$ cat config.mk
export PLATFORM = sky130hd
export DESIGN_NAME = instruction_fetch
export DESIGN_NICKNAME = d
export VERILOG_FILES = /design/src/rtl/instruction_fetch.sv
export SDC_FILE = /design/constraint.sdc
export NUM_CORES = 1
export LEC_CHECK = 0
export BUFFER_PORTS_ARGS = -buffer_cell sky130_fd_sc_hd__buf_2
export CAP_MARGIN = 40
export CORE_MARGIN = 1
export CORE_UTILIZATION = 53
export CTS_BUF_LIST = sky130_fd_sc_hd__clkbuf_8
export CTS_CLUSTER_SIZE = 16
export DETAILED_ROUTE_END_ITERATION = 12
export HOLD_SLACK_MARGIN = 0.05
export PLACE_DENSITY_LB_ADDON = 0.25
export SYNTH_ARGS = -nofsm -noshare
export SYNTH_HDL_FRONTEND = slang
export SYNTH_SLANG_ARGS = --single-unit
$ cat constraint.sdc
create_clock -name clk -period 2.5 [get_ports clk]
set_input_delay 0.75 -clock clk [delete_from_list [all_inputs] [get_ports clk]]
set_output_delay 0.75 -clock clk [all_outputs]
set_load 0.02 [all_outputs]
$ cat src/rtl/instruction_fetch.sv
// rtl/instruction_fetch.sv - DLX instruction-fetch stage: PC, IF/ID register, stall/redirect/trap-halt
//
// Holds the program counter, presents it to instruction memory, and latches
// the returned word together with PC+4 into the IF/ID register for decode.
// Redirects from later stages override stalls; a redirect squashes the
// wrong-path word and costs exactly one bubble.
//
// Optional feature macro: IF_TRAP_HALT_EN
//   defined     - a fetched TRAP_INSTR is latched normally, then fetch parks
//                 at the trap address in HALTED until a redirect or reset.
//   not defined - no trap detection; halted_out is tied low.
//
// Ports (vectors are [0:SIZE-1], bit 0 = MSB):
//   clk             - clock, rising edge
//   reset           - asynchronous, active-low
//   stall_in        - hold PC and IF/ID
//   redirect_in     - taken branch/jump resolved downstream
//   redirectPC_in   - redirect target (low two bits ignored)
//   imem_addr_out   - instruction-memory address (current PC)
//   imem_data_in    - instruction word at imem_addr_out, same cycle
//   instruction_out - IF/ID instruction
//   nextPC_out      - IF/ID PC+4
//   valid_out       - IF/ID holds a real instruction
//   halted_out      - fetch is halted after a trap
//   fetch_count_out - valid instructions latched since reset (wraps)

module instruction_fetch #(
    parameter int               SIZE       = 32,
    parameter logic [0:SIZE-1]  RESET_PC   = 32'h00000000,
    parameter logic [0:SIZE-1]  NOP_INSTR  = 32'h00000000,
    parameter logic [0:SIZE-1]  TRAP_INSTR = 32'h44000300
) (
    input  logic            clk,
    input  logic            reset,
    input  logic            stall_in,
    input  logic            redirect_in,
    input  logic [0:SIZE-1] redirectPC_in,
    output logic [0:SIZE-1] imem_addr_out,
    input  logic [0:SIZE-1] imem_data_in,
    output logic [0:SIZE-1] instruction_out,
    output logic [0:SIZE-1] nextPC_out,
    output logic            valid_out,
    output logic            halted_out,
    output logic [0:31]     fetch_count_out
);

    localparam logic [0:SIZE-1] ALIGN_MASK = ~(SIZE'(3));

    logic [0:SIZE-1] pc_q,    pc_nxt;
    logic [0:SIZE-1] instr_q, instr_nxt;
    logic [0:SIZE-1] npc_q,   npc_nxt;
    logic            valid_q, valid_nxt;
    logic [0:31]     count_q, count_nxt;
    logic [0:SIZE-1] pc_plus4;

`ifdef IF_TRAP_HALT_EN
    typedef enum logic {RUN = 1'b0, HALTED = 1'b1} state_t;
    state_t state_q, state_nxt;
`else
    // Trap encoding is only meaningful when the halt feature is built in.
    logic unused_trap_instr;
    assign unused_trap_instr = ^TRAP_INSTR;
`endif

    assign pc_plus4 = pc_q + SIZE'(4);

    always_ff @(posedge clk or negedge reset) begin
        if (!reset) begin
            pc_q    <= RESET_PC;
            instr_q <= NOP_INSTR;
            npc_q   <= '0;
            valid_q <= 1'b0;
            count_q <= '0;
`ifdef IF_TRAP_HALT_EN
            state_q <= RUN;
`endif
        end else begin
            pc_q    <= pc_nxt;
            instr_q <= instr_nxt;
            npc_q   <= npc_nxt;
            valid_q <= valid_nxt;
            count_q <= count_nxt;
`ifdef IF_TRAP_HALT_EN
            state_q <= state_nxt;
`endif
        end
    end

    always_comb begin
        pc_nxt    = pc_q;
        instr_nxt = instr_q;
        npc_nxt   = npc_q;
        valid_nxt = valid_q;
        count_nxt = count_q;
`ifdef IF_TRAP_HALT_EN
        state_nxt = state_q;
`endif
        if (redirect_in) begin
            // Redirect wins over stall; the word fetched this cycle is wrong-path.
            pc_nxt    = redirectPC_in & ALIGN_MASK;
            instr_nxt = NOP_INSTR;
            npc_nxt   = '0;
            valid_nxt = 1'b0;
`ifdef IF_TRAP_HALT_EN
            state_nxt = RUN;
`endif
        end else if (stall_in) begin
            // Everything holds.
`ifdef IF_TRAP_HALT_EN
        end else if (state_q == HALTED) begin
            instr_nxt = NOP_INSTR;
            npc_nxt   = '0;
            valid_nxt = 1'b0;
`endif
        end else begin
            instr_nxt = imem_data_in;
            npc_nxt   = pc_plus4;
            valid_nxt = 1'b1;
            count_nxt = count_q + 32'd1;
            pc_nxt    = pc_plus4;
`ifdef IF_TRAP_HALT_EN
            // The trap itself is delivered; fetch then parks on its address.
            if (imem_data_in == TRAP_INSTR) begin
                pc_nxt    = pc_q;
                state_nxt = HALTED;
            end
`endif
        end
    end

    assign imem_addr_out   = pc_q;
    assign instruction_out = instr_q;
    assign nextPC_out      = npc_q;
    assign valid_out       = valid_q;
    assign fetch_count_out = count_q;
`ifdef IF_TRAP_HALT_EN
    assign halted_out      = (state_q == HALTED);
`else
    assign halted_out      = 1'b0;
`endif

endmodule

=== Word level (Yosys, flattened, before mapping) ===
Cells that the tools add are included.

* Register bits after elaboration: 129
* Logic and storage cells: 18

* $add $sub $neg: 2
* Equality and inequality tests: 1
* Muxes and demuxes: 7
* Bitwise gates (word level): 2
* Reductions and logical operators: 1

{| class="wikitable"
|+ Operators by type and width
! kind !! count
|-
| two-way mux 32 bit || 5
|-
| adder 32 x 1 -> 32 bit (second input constant) || 1
|-
| adder 32 x 3 -> 32 bit (second input constant) || 1
|-
| two-way mux 1 bit || 2
|-
| != test 2 x 1 -> 1 bit (second input constant) || 1
|-
| NOT 1 bit || 2
|-
| AND reduction 2 bit || 1
|}

=== Longest topological paths before layout ===
Gate-level depths: netlist (run 1).

* Word-level depth: 3
* Depth in mapped cells: 6

=== Worst setup path after synthesis (run 1) ===
Ideal clock, no wire load.

* Path kind: input to register
* Start point: input stall_in
* End point: register count_q (netlist bit fetch_count_out[11])
* Arrival: 2.205 ns
* Required time: 2.371 ns
* Slack: 0.166 ns
* Stages: 6
* Cell sequence: buf_2 or3b_4 or4_4 nor2_4 nand4_1 xnor2_1

* Word-level cells in the longest chain between the ends: 2

{| class="wikitable"
|+ Ends and longest elaborated chain
! what !! RTL line !! source
|-
| from (decl) || 35 || <nowiki>input logic stall_in,</nowiki>
|-
| NOT 1 bit (no source line) || n/a ||
|-
| AND reduction 2 bit (no source line) || n/a ||
|-
| to (signal assigned) || 82 || <nowiki>count_q <= count_nxt;</nowiki>
|-
| to (decl) || 53 || <nowiki>logic [0:31] count_q, count_nxt;</nowiki>
|}

No other way between the ends.
A chain may end at the register's enable or synchronous reset.

=== Worst setup path in the final report (run 1) ===
* Start point: register pc_q (netlist bit imem_addr_out[29])
* End point: register npc_q (netlist bit nextPC_out[9])

* Word-level cells in the longest chain between the ends: 3

{| class="wikitable"
|+ Ends and longest elaborated chain
! what !! RTL line !! source
|-
| from (decl) || 49 || <nowiki>logic [0:SIZE-1] pc_q, pc_nxt;</nowiki>
|-
| from (signal assigned) || 78 || <nowiki>pc_q <= pc_nxt;</nowiki>
|-
| adder 32 x 3 -> 32 bit || 65 || <nowiki>assign pc_plus4 = pc_q + SIZE'(4);</nowiki>
|-
| two-way mux 32 bit || 107 || <nowiki>end else if (stall_in) begin</nowiki>
|-
| two-way mux 32 bit || 98 || <nowiki>if (redirect_in) begin</nowiki>
|-
| to (signal assigned) || 80 || <nowiki>npc_q <= npc_nxt;</nowiki>
|-
| to (decl) || 51 || <nowiki>logic [0:SIZE-1] npc_q, npc_nxt;</nowiki>
|}

No other way between the ends. The select of a mux whose other input is x is not followed.

==> flow_summary.yaml, run 1 <==
global_route:
  grt_pass1_vias: 5152
  gr-total-overflow: 0
  grt.total_usage: 0.274
  grt_first_pass_wirelength_um: 25000
  grt_max_degree: 85
  antenna_found_initial: 0
sta:
  fin_setup_tns_ns: 0
  drv_slew: 0
  timing_hold_violations_final: 0
  finClkSkew_ns: 0.00761
  fin_crit_sh: 0.872
  maxSlewHeadroom: 0.592
  grt_setup_unrepaired: "false"
  timing.hold.ws_ns: 0.250
  max_freq_ghz: 0.458
  worst_slew_pin_slew_ns: 0.607
  fin_crit_ns: 2.18
  setup_violations: 0
die:
  dieArea_sq_um: 11900
  dieHeight_um: 109
  io_pins: 198
  std_cell_rows: 38
  initial_utilization: 0.553
  core_area_sq_um: 11000
  fp.dieW_um: 109
routing:
  ant_nets: 0
  drc: 0
  wl_um: 15400
  drt_iter0_drc: 356
  avgRoutedWirePerCell_um: 16.1
  via_per_inst: 5.40
  dr.pass1.iters: 5
  dr_total_vias: 5172
critical_path:
  cp.required_ns: 2.84
  endpoint_kind: "flop"
  cp_num_buf_inv: 0
  cp_cell_sequence: "ha_1, nand3_1, nor3_2, nand4_1, xor2_1, a211oi_1"
  worst-path-max-fanout: 7
  crit_family: "simple AND/OR/NAND/NOR gates"
  reg2reg_slack_ns: 0.32
  cp-start-kind: "flop"
  critPathSlowestCell: "nor3_2"
  slowest_delay_ns: 0.50
  worstPathArrival_ns: 2.52
  worstSetupPathType: "flop to flop"
clock_network:
  cts_max_level: 4
  clkLatencyLatePin_ns: 0.44
  tritoncts: "built"
  cts.sink_count: 126
  cts_buffer_depth: 2
  post_cts_buffers: 0
  clock-root-buffer: "clkbuf_8"
  cts_resized: 0
  hold_buffers: 0
  clkTransAtPathRegs_ns: 0.07
  cts_buffers: 17
yosys:
  seq_area_frac_synth: 0.517
  syn_inst: 613
  synth_cell_types: 38
  synth-async-reset-ratio: 1.00
  synth_enable_flop_cells: 0
  yosys_warnings: 0
  syn_area_sq_um: 6090
  synthFlopType: "dfrtp_1"
  synth_seq_cells: 126
  syn_avg_cell_area_sq_um: 9.94
placement:
  dp_hpwl_um: 11100
  gp_congestion: 0.876
  port_buffers: 192
hold_path:
  hold_path_class: "input pin to async pin"
power:
  p_leak_uw: 0.00380
  ir_worst_vdd_mv: 0.491
  p_per_area_nw_per_um2: 660
flow_run:
  maxCapViolCount: 0
run_status:
  status: "complete, no violations"
layout:
  layout-drive-gt1-share: 0.306
  n_antenna_cell: 0
  area_growth_pct: 25.3
  nNetsFinal: 875
[cells by family (layout without fill, tap and decap cells)]
| kind of cell | after synthesis | after routing | share of synthesized area |
|---|---|---|---|
| fa+ha+maj | 2 | 2 | 0.00411 |
| compound gates | 59 | 59 | 0.0567 |
| xor+xnor | 88 | 88 | 0.126 |
| other cells | 1 | 3 | 0.000615 |
| flops | 126 | 126 | 0.517 |
| mux | 35 | 35 | 0.0577 |
| simple gates | 256 | 256 | 0.203 |
| buf+inv | 46 | 249 | 0.0345 |
[state kept, by name (all words and copies together), names as in the netlist]
name / count
fetch_count_out: 32
instruction_out: 32
imem_addr_out: 30
valid_out: 1
nextPC_out: 31
[worst paths after layout]
check / start / to / cells after the start
max in group asynchronous: reset / instruction_out[12] / 2
min reg2reg: fetch_count_out[6] / fetch_count_out[6] / 1
min: reset / nextPC_out[14] / 1
max reg2reg: imem_addr_out[29] / nextPC_out[9] / 6
max: imem_addr_out[29] / nextPC_out[9] / 6
min in group clk: fetch_count_out[6] / fetch_count_out[6] / 1
[report_power, final]
| part | leakage (uW) | internal, uW | switching, uW |
|---|---|---|---|
| Combinational | 0.00194 | 342 | 541 |
| Sequential | 0.00164 | 2190 | 187 |
| Clock | 0.000223 | 998 | 777 |
[synth_stat cells (all sizes together), types with 11 or more instances]
library cell / instances / area (sq um)
nand2: 71 / 267
clkbuf: 27 / 108
nor2: 93 / 357
mux2i: 34 / 340
dfrtp: 126 / 3150
buf: 12 / 76.3
xor2: 36 / 315
nand3: 21 / 105
a211oi: 20 / 150
nor4: 11 / 96.3
xnor2: 52 / 455
nand4: 29 / 196
o21ai: 30 / 150
[metrics by stage]
step | cells | area, sq um | total power (uW) | setup slack [ns] | utilization
global route | 958 | 7640 | 5260 | 0.0871 | 0.692
CTS | 958 | 7640 | 5070 | 0.303 | 0.692
finish | 958 | 7640 | 5040 | 0.319 | 0.692
floorplan | 615 | 6100 | 2930 | 0.166 | -
global placement | 925 | 7210 | 3260 | 0.172 | 0.654
detailed placement | 926 | 7240 | 3300 | 0.165 | 0.656
[worst register-to-register path: stages, from the launching register on]
cell and delay [ns]:
dfrtp_1 0.44, ha_1 0.30, nand3_1 0.21, nor3_2 0.50
nand4_1 0.20, xor2_1 0.18, a211oi_1 0.26
[cells in the final DEF (no fill, tap or decap), drive strengths merged, types with 4 or more instances in the layout]
master    n
inv      11
nand4    29
mux2i    34
o21ai    30
nand3    21
nand2    71
and3      7
dfrtp   126
buf     210
nor4     11
clkbuf   22
a211oi   20
xor2     36
nor3     10
xnor2    52
nor2     93
clkinv    4
a21oi     9
[routing by layer]
layer / GRT usage / up-vias / part of all wire
li1: - / 2452 / -
met1: 0.351 / 2483 / 0.42
met2: 0.442 / 210 / 0.48
met3: 0.0669 / 27 / 0.070
met4: 0.122 / 0 / 0.023
met5: 0 / - / 0
[final cells by class]
| cell class | instances | area, sq um |
|---|---|---|
| Tap cell | 140 | 175 |
| Inverter | 7 | 26.3 |
| Multi-Input combinational cell | 443 | 2740 |
| Fill cell | 886 | 3390 |
| Clock buffer | 22 | 303 |
| Clock inverter | 10 | 95.1 |
| Sequential cell | 126 | 3150 |
| Timing Repair Buffer | 210 | 1150 |
Power figures use the tool's default switching activity.
==> inputs of run 2 (changes only) <==
--- a/config.mk
+++ b/config.mk
@@ -15,3 +15,3 @@
 export HOLD_SLACK_MARGIN = 0.05
-export PLACE_DENSITY_LB_ADDON = 0.25
+export PLACE_DENSITY = 0.81
 export SYNTH_ARGS = -nofsm -noshare
==> constraint.sdc (replaced) <==
create_clock -name clk -period 2.5 [get_ports clk]
set_input_delay 0.5 -clock clk [delete_from_list [all_inputs] [get_ports clk]]
set_output_delay 0.5 -clock clk [all_outputs]
set_load 0.02 [all_outputs]
==> flow_summary.yaml, run 2 (synthesis results as in run 1) <==
run_status:
  status: "complete, no violations"
clock_network:
  cts_buffer_depth: 2
  cts_max_level: 4
  tritoncts: "built"
  clock-root-buffer: "clkbuf_8"
  cts_buffers: 17
  cts_resized: 0
  clkLatencyLatePin_ns: 0.43
  clkTransAtPathRegs_ns: 0.07
  cts.sink_count: 126
placement:
  dp_slack_ns: 0.353
  dp_hpwl_um: 10400
  port_buffers: 192
  gp_congestion: 0.891
  postPlaceCellArea_sq_um: 7190
layout:
  mostFrequentLayoutCells: "buf_2, dfrtp_1, nor2_1, nand2_1, xnor2_1"
  nNetsFinal: 870
  final_core_util: 0.690
  layout_commonest_cell: "buf_2"
  design_area_sq_um: 7610
  area_growth_pct: 24.9
  layout-drive-gt1-share: 0.299
  n_antenna_cell: 0
sta:
  drv_slew: 0
  finClkSkew_ns: 0.00901
  timing.hold.ws_ns: 0.278
  max_freq_ghz: 0.460
  setup_slack_ns: 0.324
  timing_hold_violations_final: 0
  fin_crit_sh: 0.870
  maxSlewHeadroom: 0.563
  grt_setup_unrepaired: "false"
  fin_setup_tns_ns: 0
  setup_violations: 0
  worst_slew_pin_slew_ns: 0.655
  fin_crit_ns: 2.18
global_route:
  grt.total_usage: 0.259
  grtUsageMet1: 0.324
  grt_first_pass_wirelength_um: 23700
  met2_usage: 0.423
  grt_pass1_vias: 4921
  gr-total-overflow: 0
  grt_busiest_layer: "met2"
  grt_max_degree: 72
  antenna_found_initial: 0
  use_met3: 0.0729
routing:
  ant_nets: 0
  dr.pass1.iters: 5
  via_per_inst: 5.35
  dr_total_vias: 5102
  avgRoutedWirePerCell_um: 15.5
  wl_um: 14800
  drc: 0
  drt_iter0_drc: 332
hold_path:
  hold_path_class: "input pin to flop"
critical_path:
  worstPathArrival_ns: 2.50
  critPathSlowestCell: "nor4_4"
  crit_family: "simple AND/OR/NAND/NOR gates"
  cp_cell_sequence: "nand3_1, nor4_4, nand3_1, xor2_1, a211oi_1"
  worstSetupPathType: "flop to flop"
  timing.critical_path.mode_cell: "nand3_1"
  cp-start-kind: "flop"
  worst-path-max-fanout: 10
  cp.required_ns: 2.83
  endpoint_kind: "flop"
  slowest_delay_ns: 0.61
  cp_num_buf_inv: 0
power:
  p_per_area_nw_per_um2: 666
  p_leak_uw: 0.00378
  ir_worst_vdd_mv: 0.412
die:
  fp.dieW_um: 109
  io_pins: 198
  std_cell_rows: 38
  initial_utilization: 0.553
  core_area_sq_um: 11000
  dieHeight_um: 109
  dieArea_sq_um: 11900
flow_run:
  maxCapViolCount: 0
-- run 2: changes by cell type in the layout (fill, tap and decap cells not counted) --
cell	change
buf_4	-6
buf_16	-1
bufinv_16	+1
clkbuf_8	-1
dlygate4sd3_1	+1
inv_1	+1
clkinv_2	-1
buf_12	+1
-- run 2: metrics by stage --
step	std cells	total power, uW
after floorplan	615	2930
after global placement	920	3250
after detailed placement	920	3280
after CTS	953	5120
after global routing	953	5300
final	953	5070
-- run 2: report_power, final --
group / total [uW] / leakage, uW / switching (uW) / internal (uW)
combinational: 864 / 0.00191 / 530 / 334
sequential: 2380 / 0.00164 / 188 / 2190
clock: 1820 / 0.000232 / 749 / 1070
total: 5070 / 0.00378 / 1470 / 3600
-- run 2: final cells by class --
type / instances / area (sq um)
Fill cell: 868 / 3420
Sequential cell: 126 / 3150
Multi-Input combinational cell: 443 / 2740
Timing Repair Buffer: 205 / 1100
Clock buffer: 21 / 289
Tap cell: 140 / 175
Clock inverter: 11 / 124
Inverter: 7 / 26.3
-- run 2: tightest hold or removal path, stage by stage --
cell	delay (ns)
buf_2	0.07
nand2_1	0.04
o21ai_0	0.06
-- run 2: layer usage --
layer | vias up | share of wire
met5 | - | 0
met4 | 0 | 0.016
met3 | 21 | 0.076
met2 | 212 | 0.49
met1 | 2427 | 0.42
li1 | 2442 | -
-- run 2: what timing repair did --
| action | 4_1_cts | 5_1_grt |
|---|---|---|
| setup buffers | 0 | 0 |
| endpoints found under the hold margin | 31 | 0 |
| endpoints found under the setup margin | 0 | 0 |
| hold buffers | 1 | 0 |
-- run 2: final timing paths --
kind	slack, ns	start	depth (start not counted)	endpoint
max in group asynchronous	1.33	reset	3	instruction_out[29]
hold reg to reg	0.49	fetch_count_out[4]	1	fetch_count_out[4]
setup / recovery	0.32	imem_addr_out[29]	5	nextPC_out[0]
min in group asynchronous	0.56	reset	2	imem_addr_out[20]
setup reg to reg	0.32	imem_addr_out[29]	5	nextPC_out[0]
hold / removal	0.28	redirectPC_in[29]	3	imem_addr_out[29]
==> inputs of run 3 (changes only) <==
Settings changed: CORE_MARGIN 1 to 5, CTS_BUF_LIST sky130_fd_sc_hd__clkbuf_8 to sky130_fd_sc_hd__clkbuf_2 sky130_fd_sc_hd__clkbuf_4 sky130_fd_sc_hd__clkbuf_8.
==> flow_summary.yaml, run 3 (synthesis results as in run 1) <==
critical_path:
  slowest_delay_ns: 0.57
  critPathSlowestCell: "or4_4"
  cp.required_ns: 2.81
  cp-start-kind: "flop"
  worstPathArrival_ns: 2.42
  cp_cell_sequence: "ha_1, or3b_4, or4_4, nor2_4, nand4_1, xnor2_1"
  worst-path-max-fanout: 5
  endpoint_kind: "flop"
  worstSetupPathType: "flop to flop"
layout:
  layout-drive-gt1-share: 0.308
  mostFrequentLayoutCells: "buf_2, dfrtp_1, nor2_1, nand2_1, xnor2_1"
  fillers: 905
  n_antenna_cell: 0
  area_growth_pct: 25.1
  nNetsFinal: 872
  layout_commonest_cell: "buf_2"
power:
  p_per_area_nw_per_um2: 677
  ir_worst_vdd_mv: 0.464
  p_leak_uw: 0.00376
sta:
  fin_setup_tns_ns: 0
  fin_crit_ns: 2.10
  worst_slew_pin_slew_ns: 0.696
  timing.hold.ws_ns: 0.125
  setup_slack_ns: 0.397
  finClkSkew_ns: 0.0102
  drv_slew: 0
  setup_violations: 0
  grt_setup_unrepaired: "false"
  timing_hold_violations_final: 0
  maxSlewHeadroom: 0.536
  max_freq_ghz: 0.475
  fin_crit_sh: 0.841
die:
  dieArea_sq_um: 13700
  io_pins: 198
  core_area_sq_um: 11300
  dieHeight_um: 117
  fp.dieW_um: 117
  std_cell_rows: 39
  initial_utilization: 0.538
routing:
  dr_total_vias: 5170
  avgRoutedWirePerCell_um: 16.1
  ant_nets: 0
  drt_iter0_drc: 459
  wl_um: 15400
  drc: 0
  via_per_inst: 5.40
  dr.pass1.iters: 5
clock_network:
  cts_buffer_depth: 2
  hold_buffers: 0
  cts_resized: 0
  cts_max_level: 4
  cts_buffers: 17
  clock-root-buffer: "clkbuf_8"
  post_cts_buffers: 0
  clkLatencyLatePin_ns: 0.43
  tritoncts: "built"
  clkTransAtPathRegs_ns: 0.08
  cts.sink_count: 126
global_route:
  gr-total-overflow: 0
  grt_max_degree: 127
  antenna_found_initial: 0
  grt_first_pass_wirelength_um: 24700
  grt.total_usage: 0.229
  grt_pass1_vias: 5202
placement:
  port_buffers: 192
  dp_slack_ns: 0.382
  gp_congestion: 0.956
  dp_hpwl_um: 11100
flow_run:
  maxCapViolCount: 0
hold_path:
  hold_path_class: "input pin to async pin"
run_status:
  status: "complete, no violations"
run 3: cell count changes in the layout (fill, tap and decap cells not counted), moves of 2 or more:
cell        previous run  this run
buf_12                 3         1
buf_4                 11        16
clkbuf_8              21        17
clkinv_4               0         3
clkinvlp_4             0         3
inv_1                 12         7
run 3: worst paths after layout:
path | start | end | slack (ns) | cells past startpoint
hold / removal | reset | nextPC_out[14] | 0.12 | 2
hold reg to reg | fetch_count_out[0] | fetch_count_out[0] | 0.48 | 1
min in group clk | redirectPC_in[2] | imem_addr_out[2] | 0.28 | 3
setup / recovery | fetch_count_out[31] | fetch_count_out[11] | 0.40 | 6
setup reg to reg | fetch_count_out[31] | fetch_count_out[11] | 0.40 | 6
max in group asynchronous | reset | instruction_out[23] | 1.81 | 2
run 3: layout make-up:
type	count	area (sq um)	area share
Inverter	7	26.3	0.00345
Sequential cell	126	3150	0.414
Clock buffer	18	241	0.0317
Tap cell	143	179	0.0235
Multi-Input combinational cell	443	2740	0.359
Timing Repair Buffer	207	1090	0.143
Clock inverter	14	193	0.0253
run 3: worst max-delay path, delay by kind of cell (launching register included):
| family | cells | cell delay (ns) |
|---|---|---|
| adder cells (fa/ha/maj) | 1 | 0.20 |
| flip-flops | 1 | 0.42 |
| XOR/XNOR | 1 | 0.15 |
| AND/OR/NAND/NOR | 4 | 1.23 |
run 3: per-layer routing:
metal / global-route usage / vias up / part of all wire / wire [um]
met5: 0 / - / 0 / 0
met2: 0.366 / 209 / 0.48 / 7330
met3: 0.0787 / 29 / 0.095 / 1470
met1: 0.287 / 2475 / 0.41 / 6310
li1: - / 2457 / - / -
met4: 0.0872 / 0 / 0.019 / 297
run 3: through the flow:
stage	utilization	total power, uW	cells	instance area [sq um]
2_1_floorplan	-	2930	615	6100
3_3_place_gp	0.635	3260	926	7190
3_5_place_dp	0.635	3290	926	7190
4_1_cts	0.673	5210	958	7620
5_1_grt	0.673	5420	958	7620
6_report	0.673	5160	958	7620
run 3: report_power, final:
group	switching (uW)	internal (uW)	total, uW
Combinational	538	333	871
Clock	811	1100	1910
Sequential	186	2190	2380
Total	1530	3630	5160
